--- src/rtl/keypad_encoder_db_if.sv ---
// keypad_encoder_db_if: raw button inputs and encoded key/control outputs of the keypad front end
interface keypad_encoder_db_if #(
  parameter int NUM_KEYS = 13,
  parameter int NUM_CTRL = 2,
  parameter int KW       = $clog2(NUM_KEYS + 1)
);
  logic [NUM_KEYS-1:0] pb_keys;
  logic [NUM_CTRL-1:0] pb_ctrl;
  logic [KW-1:0]       keycode;
  logic                key_valid;
  logic                key_press;
  logic                key_release;
  logic [NUM_CTRL-1:0] ctrl_level;
  logic [NUM_CTRL-1:0] ctrl_edge;
  modport master (
    output pb_keys, pb_ctrl,
    input  keycode, key_valid, key_press, key_release, ctrl_level, ctrl_edge
  );
  modport slave (
    input  pb_keys, pb_ctrl,
    output keycode, key_valid, key_press, key_release, ctrl_level, ctrl_edge
  );
endinterface

--- src/rtl/keypad_encoder_db.sv ---
// keypad_encoder_db: synchronise and debounce push-buttons, priority-encode note keys, pulse control edges
module keypad_encoder_db #(
  parameter int NUM_KEYS        = 13,
  parameter int NUM_CTRL        = 2,
  parameter int SYNC_STAGES     = 2,
  parameter int DEBOUNCE_CYCLES = 16,
  parameter int KW              = $clog2(NUM_KEYS + 1)
) (
  input logic clk,
  input logic n_rst,
  keypad_encoder_db_if.slave bus
);
  localparam int N  = NUM_KEYS + NUM_CTRL;
  localparam int CW = (DEBOUNCE_CYCLES > 1) ? $clog2(DEBOUNCE_CYCLES) : 1;
  logic [N-1:0]        r_sync [SYNC_STAGES];
  logic [N-1:0]        r_stb;
  logic [CW-1:0]       r_cnt [N];
  logic [N-1:0]        w_raw;
  logic [N-1:0]        w_sync;
  logic [NUM_KEYS-1:0] w_stb_keys;
  logic [NUM_CTRL-1:0] w_stb_ctrl;
  logic [KW-1:0]       w_code;
  logic                w_valid;
  logic [KW-1:0]       r_keycode;
  logic                r_key_valid;
  logic                r_key_press;
  logic                r_key_release;
  logic [NUM_CTRL-1:0] r_ctrl_level;
  logic [NUM_CTRL-1:0] r_ctrl_edge;
  assign w_raw      = {bus.pb_ctrl, bus.pb_keys};
  assign w_sync     = r_sync[SYNC_STAGES-1];
  assign w_stb_keys = r_stb[NUM_KEYS-1:0];
  assign w_stb_ctrl = r_stb[N-1:NUM_KEYS];
  // shift raw buttons through the synchroniser chain
  always_ff @(posedge clk or negedge n_rst) begin
    if (!n_rst) begin
      for (int s = 0; s < SYNC_STAGES; s++) r_sync[s] <= '0;
    end else begin
      r_sync[0] <= w_raw;
      for (int s = 1; s < SYNC_STAGES; s++) r_sync[s] <= r_sync[s-1];
    end
  end
  // per-input debounce: flip the stable bit only after DEBOUNCE_CYCLES consecutive mismatches
  always_ff @(posedge clk or negedge n_rst) begin
    if (!n_rst) begin
      r_stb <= '0;
      for (int i = 0; i < N; i++) r_cnt[i] <= '0;
    end else begin
      for (int i = 0; i < N; i++) begin
        if (w_sync[i] == r_stb[i]) begin
          r_cnt[i] <= '0;
        end else if (r_cnt[i] == CW'(DEBOUNCE_CYCLES - 1)) begin
          r_stb[i] <= w_sync[i];
          r_cnt[i] <= '0;
        end else begin
          r_cnt[i] <= r_cnt[i] + CW'(1);
        end
      end
    end
  end
  // lowest pressed index wins; all-ones marks no key
  always_comb begin
    w_code = '1;
    for (int i = NUM_KEYS - 1; i >= 0; i--) if (w_stb_keys[i]) w_code = KW'(i);
    w_valid = |w_stb_keys;
  end
  // register encoded key state, press/release events and control edges
  always_ff @(posedge clk or negedge n_rst) begin
    if (!n_rst) begin
      r_keycode     <= '1;
      r_key_valid   <= 1'b0;
      r_key_press   <= 1'b0;
      r_key_release <= 1'b0;
      r_ctrl_level  <= '0;
      r_ctrl_edge   <= '0;
    end else begin
      r_keycode     <= w_code;
      r_key_valid   <= w_valid;
      r_key_press   <= w_valid & (w_code != r_keycode);
      r_key_release <= r_key_valid & ~w_valid;
      r_ctrl_level  <= w_stb_ctrl;
      r_ctrl_edge   <= w_stb_ctrl & ~r_ctrl_level;
    end
  end
  assign bus.keycode     = r_keycode;
  assign bus.key_valid   = r_key_valid;
  assign bus.key_press   = r_key_press;
  assign bus.key_release = r_key_release;
  assign bus.ctrl_level  = r_ctrl_level;
  assign bus.ctrl_edge   = r_ctrl_edge;
endmodule

--- src/flat_wrapper.sv ---
// flat-port wrapper written by rule: the top's interface ports become plain ports
module keypad_encoder_db_flat 
#(
  parameter int NUM_KEYS        = 13,
  parameter int NUM_CTRL        = 2,
  parameter int SYNC_STAGES     = 2,
  parameter int DEBOUNCE_CYCLES = 16,
  parameter int KW              = $clog2(NUM_KEYS + 1)
)
  (clk, n_rst, bus_pb_keys, bus_pb_ctrl, bus_keycode, bus_key_valid, bus_key_press, bus_key_release, bus_ctrl_level, bus_ctrl_edge);
  keypad_encoder_db_if #(.NUM_KEYS(NUM_KEYS), .NUM_CTRL(NUM_CTRL), .KW(KW)) bus_i ();
  input logic clk;
  input logic n_rst;
  input wire logic [$bits(bus_i.pb_keys)-1:0] bus_pb_keys;
  input wire logic [$bits(bus_i.pb_ctrl)-1:0] bus_pb_ctrl;
  output wire logic [$bits(bus_i.keycode)-1:0] bus_keycode;
  output wire logic [$bits(bus_i.key_valid)-1:0] bus_key_valid;
  output wire logic [$bits(bus_i.key_press)-1:0] bus_key_press;
  output wire logic [$bits(bus_i.key_release)-1:0] bus_key_release;
  output wire logic [$bits(bus_i.ctrl_level)-1:0] bus_ctrl_level;
  output wire logic [$bits(bus_i.ctrl_edge)-1:0] bus_ctrl_edge;
  assign bus_i.pb_keys = bus_pb_keys;
  assign bus_i.pb_ctrl = bus_pb_ctrl;
  assign bus_keycode = bus_i.keycode;
  assign bus_key_valid = bus_i.key_valid;
  assign bus_key_press = bus_i.key_press;
  assign bus_key_release = bus_i.key_release;
  assign bus_ctrl_level = bus_i.ctrl_level;
  assign bus_ctrl_edge = bus_i.ctrl_edge;
  keypad_encoder_db #(.NUM_KEYS(NUM_KEYS), .NUM_CTRL(NUM_CTRL), .SYNC_STAGES(SYNC_STAGES), .DEBOUNCE_CYCLES(DEBOUNCE_CYCLES), .KW(KW)) u_core (.clk(clk), .n_rst(n_rst), .bus(bus_i));
endmodule
--- config.mk ---
export PLATFORM = sky130hd
export DESIGN_NAME = keypad_encoder_db_flat
export DESIGN_NICKNAME = d
export VERILOG_FILES = /design/src/rtl/keypad_encoder_db_if.sv /design/src/rtl/keypad_encoder_db.sv /design/src/flat_wrapper.sv
export SDC_FILE = /design/constraint.sdc
export NUM_CORES = 1
export LEC_CHECK = 0
export CORE_MARGIN = 4
export CORE_UTILIZATION = 40
export CTS_CLUSTER_DIAMETER = 80
export DETAILED_ROUTE_END_ITERATION = 16
export GPL_TIMING_DRIVEN = 0
export HOLD_SLACK_MARGIN = 0.12
export PLACE_DENSITY_LB_ADDON = 0.1
export SYNTH_ARGS = -nofsm -noshare
export SYNTH_HDL_FRONTEND = slang
export SYNTH_SLANG_ARGS = --single-unit
--- constraint.sdc ---
create_clock -name clk -period 1.7 [get_ports clk]
set_input_delay 0.425 -clock clk [delete_from_list [all_inputs] [get_ports clk]]
set_output_delay 0.425 -clock clk [all_outputs]
set_load 0.005 [all_outputs]
==> flow_summary.yaml <==
status:
  status: "finished, violations left"
  violations: "setup timing"
sta:
  finalCritPeriodShare: 1.07
  finalHoldViolCount: 0
  clock.fmax_ghz: 0.548
  rsz0062_at_grt: "true"
  finClkSkew_ns: 0.00594
  period_needed_ns: 1.83
  tightest_slew_ns: 0.493
  setup_viol: 1
  setup_ws_ns: -0.125
  final_max_slew_viol_count: 0
  relSlewSlack: 0.671
route:
  post-route-drc-count: 0
  wl_per_cell_um: 13.0
  firstDrtPassIters: 4
  routed_wl_mm: 7.28
  drtAntennaViolNets: 0
  routed_via_density: 4.94
  vias: 2767
  drt_iter0_drc: 198
placement:
  gp_congestion: 0.752
  placed_cell_area_um2: 5040
  dp_hpwl_mm: 4.66
  io_buffers: 27
final_layout:
  drive_gt1_frac: 0.174
  multiInputGateArea_um2: 1590
  n_antenna_cell: 0
  syn_to_final_growth_pct: 27.3
  final_cell_area_um2: 5810
  layout_commonest_cell: "dfrtp_1"
  nFillCells: 932
  nets: 439
  post-route-util: 0.529
  seqCellArea_um2: 2910
  layout_common_cells: "dfrtp_1, a21oi_1, xnor2_1"
floorplan:
  start_util: 0.415
  fp.dieArea_um2: 13200
  rows: 38
  die_x_um: 115
  io_pins: 28
  core_area_um2: 11000
  fp.dieH_um: 115
clock_network:
  cts_tree: "yes"
  cts.sink_count: 116
  cts_max_level: 4
  numCtsBuffers: 17
  max-clock-path-buffers: 2
  cts_root_buf: "clkbuf_16"
  insertion_delay_ns: 0.41
  clkTransAtPathRegs_ns: 0.06
synth:
  avgSynthCellArea_um2: 12.9
  syn_inst: 353
  ys_ff_latch: 116
  ys.flop_type: "dfrtp_1"
  syn-num-nets: 385
  synth_edf_count: 0
  synth_cell_type_count: 29
  synthArstFlopShare: 1.00
  syn_area_um2: 4560
  ys_warn_count: 0
  yosysSeqAreaShare: 0.637
global_route:
  grt-ovfl-total: 0
  grt_usage: 0.124
  grt_pass1_wl_mm: 12.7
  grt_max_degree: 64
  grt_pass1_vias: 2872
  antenna_found_initial: 0
critical_path:
  cp-start-kind: "flip-flop"
  arrival_ns: 2.10
  crit_fanout: 4
  required_ns: 1.98
  end_kind: "flip-flop"
  worstSetupPathType: "reg -> reg"
power:
  power_density_nw_per_um2: 1270
  power.leakage_nw: 2.54
  ir_drop_uv: 1160
job:
  cap_viol_max_count: 0
min_path:
  hold_path_class: "reg -> reg"
==> critical path: stages (launching register included) <==
cell	delay, ns
dfrtp_2	0.42
or4_4	0.56
a22o_1	0.26
o31ai_2	0.21
mux2_4	0.18
nand4_1	0.06
==> per-stage QoR <==
stage / power, W / worst slack (ns) / std cells / TNS (ns) / hold slack [ns]
2_1_floorplan: 0.00319 / -0.124 / 353 / -0.124 / 0.129
3_3_place_gp: 0.00333 / -4.38 / 520 / -502.30 / 0.332
3_5_place_dp: 0.00335 / -0.302 / 521 / -0.451 / 0.336
4_1_cts: 0.00747 / -0.193 / 560 / -0.193 / 0.349
5_1_grt: 0.00764 / -0.213 / 560 / -0.287 / 0.350
6_report: 0.00737 / -0.125 / 560 / -0.125 / 0.347
==> what timing repair did <==
item	CTS	global route
pin swaps	1	3
endpoints found under the setup margin	8	3
endpoints found under the hold margin	51	0
hold buffers	1	0
resized for setup	17	2
buffers inserted	6	2
cloned	0	0
==> path summary, 6_finish.rpt <==
kind                              startpoint                     to  slack [ns]  cells after the start
setup / recovery             u_core.r_stb[2]   u_core.bus.key_press       -0.13                      5
hold / removal             u_core.r_sync[15]       u_core.w_sync[0]        0.35                      0
setup reg to reg             u_core.r_stb[2]   u_core.bus.key_press       -0.13                      5
hold reg to reg            u_core.r_sync[15]       u_core.w_sync[0]        0.35                      0
max in group asynchronous              n_rst  u_core.bus.keycode[3]        0.47                      3
min in group asynchronous              n_rst      u_core.w_sync[12]        0.54                      2
==> kinds of logic after synthesis <==
logic type      share of synthesized area
compound gates                     0.0655
mux                                0.0417
buf+inv                            0.0208
fa+ha+maj                          0.0411
simple gates                        0.136
xor+xnor                           0.0576
flops                               0.637
==> area by class of cell <==
cell class | count | area share
Buffer | 1 | 0.00194
Clock buffer | 20 | 0.0786
Clock inverter | 12 | 0.0390
Inverter | 18 | 0.0116
Multi-Input combinational cell | 216 | 0.274
Sequential cell | 116 | 0.501
Tap cell | 140 | 0.0302
Timing Repair Buffer | 37 | 0.0629
==> where the power goes <==
group / internal [W] / switching (W) / leakage, nW
Sequential: 0.00289 / 0.000106 / 1.49
Clock: 0.00283 / 0.00124 / 0.326
Combinational: 0.000158 / 0.000148 / 0.726
Total: 0.00588 / 0.00149 / 2.54
==> per-layer routing <==
layer | track usage | routed length, um | vias to the layer above
met4 | 0.0681 | 98 | 0
li1 | - | - | 1346
met5 | 0 | 0 | -
met3 | 0.0384 | 282 | 11
met1 | 0.151 | 3410 | 1382
met2 | 0.197 | 3490 | 28
==> state kept, by name (all words and copies together), names as in the netlist <==
register / flops
u_core.bus.key_release: 1
u_core.r_sync: 15
u_core.bus.ctrl_edge: 2
u_core.bus.key_valid: 1
u_core.bus.key_press: 1
u_core.bus.ctrl_level: 2
u_core.bus.keycode: 4
u_core.w_sync: 15
u_core.r_cnt: 60
u_core.r_stb: 15
==> Yosys cell counts (2+ instances only) <==
master	number	area (um2)
or4_1	3	22.5
nor3b_1	16	120
nand3_1	15	75.1
buf_6	2	22.5
o21ai_0	17	85.1
dfrtp_1	112	2800
a21oi_1	31	155
nand4b_1	15	131
ha_1	15	188
xnor2_1	30	263
dfstp_2	4	105
nor2_1	24	90.1
mux2_2	16	180
inv_1	18	67.6
nor2b_1	19	119
a2111oi_0	2	17.5
nor3_1	2	10.0
Note: power is estimated with default switching activity, not from simulation.
